==> src/rtl/mem_port_arbiter_pkg.sv <==
// Shared types and constants for the 4-requester memory port arbiter.
package mem_port_arbiter_pkg;

  localparam int NUM_REQ = 4;
  localparam int SEL_W   = 2;

  typedef enum logic [1:0] {
    IDLE = 2'd0,
    BUSY = 2'd1,
    DONE = 2'd2
  } arb_state_t;

  function automatic logic [NUM_REQ-1:0] onehot(input logic [SEL_W-1:0] idx);
    return NUM_REQ'(1) << idx;
  endfunction

endpackage

==> src/rtl/mem_port_arbiter_rr_pick.sv <==
// Combinational round-robin picker: first set request at or above ptr, wrapping mod 4.
module mem_port_arbiter_rr_pick
  import mem_port_arbiter_pkg::*;
(
  input  logic [NUM_REQ-1:0] req_i,
  input  logic [SEL_W-1:0]   ptr_i,
  output logic               any_o,
  output logic [SEL_W-1:0]   idx_o
);

  // Scan from the farthest offset down so the nearest hit overwrites.
  always_comb begin
    any_o = 1'b0;
    idx_o = '0;
    for (int i = NUM_REQ - 1; i >= 0; i--) begin
      if (req_i[ptr_i + SEL_W'(i)]) begin
        any_o = 1'b1;
        idx_o = ptr_i + SEL_W'(i);
      end
    end
  end

endmodule

==> src/rtl/mux4.sv <==
// Generic 4:1 datapath mux; purely combinational, no flow control.
module mux4 #(
  parameter int DATA_WIDTH = 32
) (
  input  logic [3:0][DATA_WIDTH-1:0] in_i,
  input  logic [1:0]                 sel_i,
  output logic [DATA_WIDTH-1:0]      out_o
);

  assign out_o = in_i[sel_i];

endmodule

==> src/rtl/mem_port_arbiter.sv <==
// Round-robin owner of one memory port: req->gnt 1 cycle, grant held until mem_ready, 1-cycle done.
// Stalls indefinitely on mem_ready low; ARB_STATS_EN adds saturating per-requester completion counters.
module mem_port_arbiter
  import mem_port_arbiter_pkg::*;
#(
  parameter int DATA_WIDTH = 32,
  parameter int ADDR_WIDTH = 32
`ifdef ARB_STATS_EN
  , parameter int CNT_WIDTH = 16
`endif
) (
  input  logic                               clk_i,
  input  logic                               rst_i,
  input  logic [NUM_REQ-1:0]                 req_i,
  input  logic [NUM_REQ-1:0]                 we_i,
  input  logic [NUM_REQ-1:0][ADDR_WIDTH-1:0] addr_i,
  input  logic [NUM_REQ-1:0][DATA_WIDTH-1:0] wdata_i,
  output logic [NUM_REQ-1:0]                 gnt_o,
  output logic [NUM_REQ-1:0]                 done_o,
  output logic [DATA_WIDTH-1:0]              rdata_o,
  output logic [SEL_W-1:0]                   sel_o,
  output logic                               mem_valid_o,
  output logic                               mem_we_o,
  output logic [ADDR_WIDTH-1:0]              mem_addr_o,
  output logic [DATA_WIDTH-1:0]              mem_wdata_o,
  input  logic                               mem_ready_i,
  input  logic [DATA_WIDTH-1:0]              mem_rdata_i
`ifdef ARB_STATS_EN
  , output logic [NUM_REQ-1:0][CNT_WIDTH-1:0] grant_cnt_o
`endif
);

  arb_state_t           state_q;
  logic [SEL_W-1:0]     ptr_q;
  logic [SEL_W-1:0]     sel_q;
  logic [NUM_REQ-1:0]   gnt_q;
  logic [NUM_REQ-1:0]   done_q;
  logic [DATA_WIDTH-1:0] rdata_q;
  logic                 mem_valid_q;

  logic                 pick_any;
  logic [SEL_W-1:0]     pick_idx;

  mem_port_arbiter_rr_pick u_pick (
    .req_i (req_i),
    .ptr_i (ptr_q),
    .any_o (pick_any),
    .idx_o (pick_idx)
  );

  always_ff @(posedge clk_i) begin
    if (rst_i) begin
      state_q     <= IDLE;
      ptr_q       <= '0;
      sel_q       <= '0;
      gnt_q       <= '0;
      done_q      <= '0;
      rdata_q     <= '0;
      mem_valid_q <= 1'b0;
    end else begin
      case (state_q)
        IDLE: begin
          done_q <= '0;
          if (pick_any) begin
            sel_q       <= pick_idx;
            gnt_q       <= onehot(pick_idx);
            mem_valid_q <= 1'b1;
            state_q     <= BUSY;
          end
        end
        BUSY: begin
          // Read data is captured on writes too; the owner simply ignores it.
          if (mem_ready_i) begin
            rdata_q     <= mem_rdata_i;
            done_q      <= onehot(sel_q);
            gnt_q       <= '0;
            mem_valid_q <= 1'b0;
            ptr_q       <= sel_q + SEL_W'(1);
            state_q     <= DONE;
          end
        end
        DONE: begin
          done_q  <= '0;
          state_q <= IDLE;
        end
        default: begin
          gnt_q       <= '0;
          done_q      <= '0;
          mem_valid_q <= 1'b0;
          state_q     <= IDLE;
        end
      endcase
    end
  end

  mux4 #(.DATA_WIDTH(ADDR_WIDTH)) u_addr_mux (
    .in_i  (addr_i),
    .sel_i (sel_q),
    .out_o (mem_addr_o)
  );

  mux4 #(.DATA_WIDTH(DATA_WIDTH)) u_wdata_mux (
    .in_i  (wdata_i),
    .sel_i (sel_q),
    .out_o (mem_wdata_o)
  );

  assign mem_we_o    = we_i[sel_q];
  assign gnt_o       = gnt_q;
  assign done_o      = done_q;
  assign rdata_o     = rdata_q;
  assign sel_o       = sel_q;
  assign mem_valid_o = mem_valid_q;

`ifdef ARB_STATS_EN
  logic [NUM_REQ-1:0][CNT_WIDTH-1:0] cnt_q, cnt_d;

  always_comb begin
    cnt_d = cnt_q;
    for (int k = 0; k < NUM_REQ; k++) begin
      if (done_q[k] && (cnt_q[k] != {CNT_WIDTH{1'b1}})) begin
        cnt_d[k] = cnt_q[k] + CNT_WIDTH'(1);
      end
    end
  end

  always_ff @(posedge clk_i) begin
    if (rst_i) begin
      cnt_q <= '0;
    end else begin
      cnt_q <= cnt_d;
    end
  end

  assign grant_cnt_o = cnt_q;
`endif

endmodule
==> config.mk <==
export PLATFORM = sky130hd
export DESIGN_NAME = mem_port_arbiter
export DESIGN_NICKNAME = d
export VERILOG_FILES = /design/src/rtl/mem_port_arbiter_pkg.sv /design/src/rtl/mem_port_arbiter_rr_pick.sv /design/src/rtl/mux4.sv /design/src/rtl/mem_port_arbiter.sv
export SDC_FILE = /design/constraint.sdc
export NUM_CORES = 1
export LEC_CHECK = 0
export CAP_MARGIN = 20
export CORE_AREA = 8 8 151 153
export DETAILED_ROUTE_END_ITERATION = 8
export DIE_AREA = 0 0 159 161
export PLACE_DENSITY_LB_ADDON = 0.2
export SETUP_SLACK_MARGIN = 0.02
export SKIP_LAST_GASP = 1
export SLEW_MARGIN = 10
export SYNTH_ARGS = -nofsm -noshare
export SYNTH_HDL_FRONTEND = slang
export SYNTH_SLANG_ARGS = --single-unit
==> constraint.sdc <==
create_clock -name clk_i -period 1.75 [get_ports clk_i]
set_clock_uncertainty 0.2 [all_clocks]
set_input_delay 0.2625 -clock clk_i [delete_from_list [all_inputs] [get_ports clk_i]]
set_output_delay 0.2625 -clock clk_i [all_outputs]
set_load 0.02 [all_outputs]
==> summary.txt <==
Finish
  • Fill cell count: 1968
  • Final #Nets: 1020
  • Layout Cells excl Fill: 993
  • Final instance area: 0.00842 sq mm
  • Layout cells sized above 1: 0.256
  • Synth-to-Final Area Change: 151%
  • Antenna cell count: 0

Power and ir drop
  • Worst VDD drop: 0.943 mV
  • PwrDens: 549 mW/mm^2
  • Leak: 3.46 nW

Critical path
  • Top delay family on crit path: multiplexers
  • R2R Path Start: ptr_q[1]$_SDFFE_PP0P_
  • Crit end category: primary output
  • Slowest-stage cell, CP: mux4_2
  • Worst Setup EP: mem_wdata_o[18]
  • CP Cell Sequence: buf_16, mux4_2, clkdlybuf4s15_2
  • Arrival time worst endpoint: 1700 ps
  • Cell count of the worst reg-to-reg path: 4
  • Worst setup SP type: register
  • WP depth: 3
  • R2R setup slack: 140 ps
  • CP peak stage delay: 530 ps
  • Setup CP Type: register to primary output
  • Crit. Startpoint: sel_o[0]$_SDFFE_PP0P_
  • Critical Path RT: 1290 ps
  • WP buf/inv: 2
  • Crit-path max FO: 14
  • Reg2reg end: gnt_o[3]$_SDFFE_PP0P_

Clocking
  • Clock Path Buffers: 2
  • Clock insertion delay at the later pin of the skew report: 280 ps
  • H-tree levels: 2
  • Worst-path clk slew: 60 ps
  • Sink Count: 47
  • CTS tree: built
  • Cts bufs inserted: 5
  • Clk root buf: clkbuf_16

STA
  • Hold slack: 254 ps
  • Final period util: 1.23
  • Total negative slack: -24430 ps
  • Unrepaired setup endpoints after global routing: yes
  • Final WS setup: -410 ps
  • Worst Tran Pin Value: 340 ps
  • Final-report max-slew violation count: 0
  • Worst slew margin: 0.774
  • Endpoints failing setup: 65
  • Period minus WS final: 2160 ps
  • Final Hold Viols: 0
  • F_max: 463 MHz

Placement
  • IO Port Bufs: 406
  • Placed cell count: 971
  • Placer Congestion: 0.889
  • Final HPWL DP: 19.1 mm
  • Area post-placement: 0.00785 sq mm

Job
  • Max cap viols: 0

Floorplanning
  • Die H: 161 um
  • Row cnt: 53
  • Die width: 159 um
  • Core Box Area: 0.0206 sq mm
  • IO Pins: 407
  • Initial Util: 0.163
  • Die area: 0.0256 sq mm

Run status
  • Failing checks: negative setup slack
  • Status: finished, violations left

Yosys
  • Ys Warns: 0
  • Synth top area cells: mux4_2, dfxtp_1, nand2_1
  • Mapped Area: 0.00335 sq mm
  • Syn Area/Cell: 11.3 sq um
  • Post-synth top cells: nand2_1, mux4_2, dfxtp_1
  • Post-synth top area cell: mux4_2
  • Synth Flop Type: dfxtp_1
  • Syn Inst Count: 297
  • Post-synth cell types: 26
  • Number of synthesized register bits: 47
  • Count leader, synth: nand2_1
  • Synthesized Nets: 600
  • Ys async rst share: 0
  • Share of the synthesized area in the top cell type: 0.437
  • Post-synth EDFFs: 0
  • Sequential fraction of the synthesis area: 0.281

Route
  • DRT antenna net count: 0
  • WL per Instance: 23.4 um
  • DR DRC count: 0
  • Initial DRT Pass Iterations: 4
  • Iter 0 DRT Violations: 220
  • Total number of vias: 4326
  • Via/cell ratio: 4.36
  • Wirelength, routed: 23.2 mm

Global routing
  • Total grt overflow: 0
  • Largest net degree at the start of global routing: 42
  • Number of global-route vias before repair: 4646
  • Initial antenna violation count: 3
  • First-pass GRT wire length: 32.9 mm
  • Total track usage: 0.167

Worst hold path
  • HP Class: register to register
[area by class of cell]
class                           instances  area (sq um)  share of cell area
Multi-Input combinational cell        219          2280               0.271
Tap cell                              275           344              0.0409
Timing Repair Buffer                  441          4650               0.552
Clock buffer                            7           154              0.0183
Sequential cell                        47           950               0.113
Clock inverter                          1          30.0             0.00357
Inverter                                3          11.3             0.00134
[worst min path at each step]
stage | cells past startpoint | startpoint | to
after floorplan | 2 | mem_rdata_i[0] | rdata_o[0]$_SDFFE_PP0P_
after global placement | 2 | rdata_o[22]$_SDFFE_PP0P_ | rdata_o[22]$_SDFFE_PP0P_
after detailed placement | 2 | rdata_o[24]$_SDFFE_PP0P_ | rdata_o[24]$_SDFFE_PP0P_
after CTS | 2 | rdata_o[0]$_SDFFE_PP0P_ | rdata_o[0]$_SDFFE_PP0P_
after global routing | 2 | rdata_o[31]$_SDFFE_PP0P_ | rdata_o[31]$_SDFFE_PP0P_
final | 2 | rdata_o[6]$_SDFFE_PP0P_ | rdata_o[6]$_SDFFE_PP0P_
[layout by cell type (no fill, tap or decap), drive strengths merged, types with 2 or more instances in the layout]
master	count
clkdlybuf4s50	301
buf	86
nand2	69
mux4	65
dfxtp	47
a21oi	39
dlymetal6s2s	25
clkdlybuf4s15	15
dlygate4sd2	13
nor2	11
clkbuf	8
nand3b	5
mux2i	5
nand2b	5
ha	4
o32ai	4
inv	3
and3	2
o22ai	2
nor3	2
[through the flow]
stage               worst slack [ps]  utilization  total power [mW]
detailed placement              -549        0.382              3.36
CTS                             -431        0.404              4.69
finish                          -410        0.410              4.62
global route                    -464        0.410              4.83
global placement                -543        0.382              3.35
floorplan                      -87.8            -              2.08
[kinds of logic (layout without fill, tap and decap cells)]
kind of cell | Yosys count | count (layout) | share of synthesized area
and+or+nand+nor | 96 | 96 | 0.127
adders and majority gates | 4 | 4 | 0.0149
DFF | 47 | 47 | 0.281
AOI/OAI and AO/OA | 49 | 49 | 0.0817
muxes | 70 | 70 | 0.451
buffers and inverters | 31 | 452 | 0.0440
[worst register-to-register path: stages (launching register included)]
cell	delay [ps]
dfxtp_2	370
mux2i_1	200
nor2_1	80
or3_4	400
o32ai_1	270
[where the power goes]
group / total [mW] / internal, mW / leakage (nW) / switching [mW]
logic: 2.30 / 1.42 / 2.98 / 0.883
clock network: 1.16 / 0.762 / 0.0893 / 0.398
registers: 1.16 / 1.12 / 0.385 / 0.0407
total: 4.62 / 3.30 / 3.46 / 1.32
[metal layers]
| metal | GRT usage | wire (um) |
|---|---|---|
| met3 | 0.0545 | 1970 |
| met2 | 0.298 | 12000 |
| met5 | 0 | 37 |
| met4 | 0.0142 | 79 |
| met1 | 0.201 | 9150 |
[timing repair]
action | CTS | global route
hold buffers | 0 | 0
buffers inserted | 6 | 1
gates resized for setup | 377 | 29
endpoints found under the setup margin | 80 | 92
pin swaps | 0 | 1
gates cloned | 6 | 1
endpoints found under the hold margin | 0 | 0
[registers in the layout (all words and copies together), names as in the netlist]
signal and cells:
mem_valid_o 1, ptr_q 2, rdata_o 32, gnt_o 4, done_o 4, state_q 2, sel_o 2
Note: power is estimated with default switching activity, not from simulation.
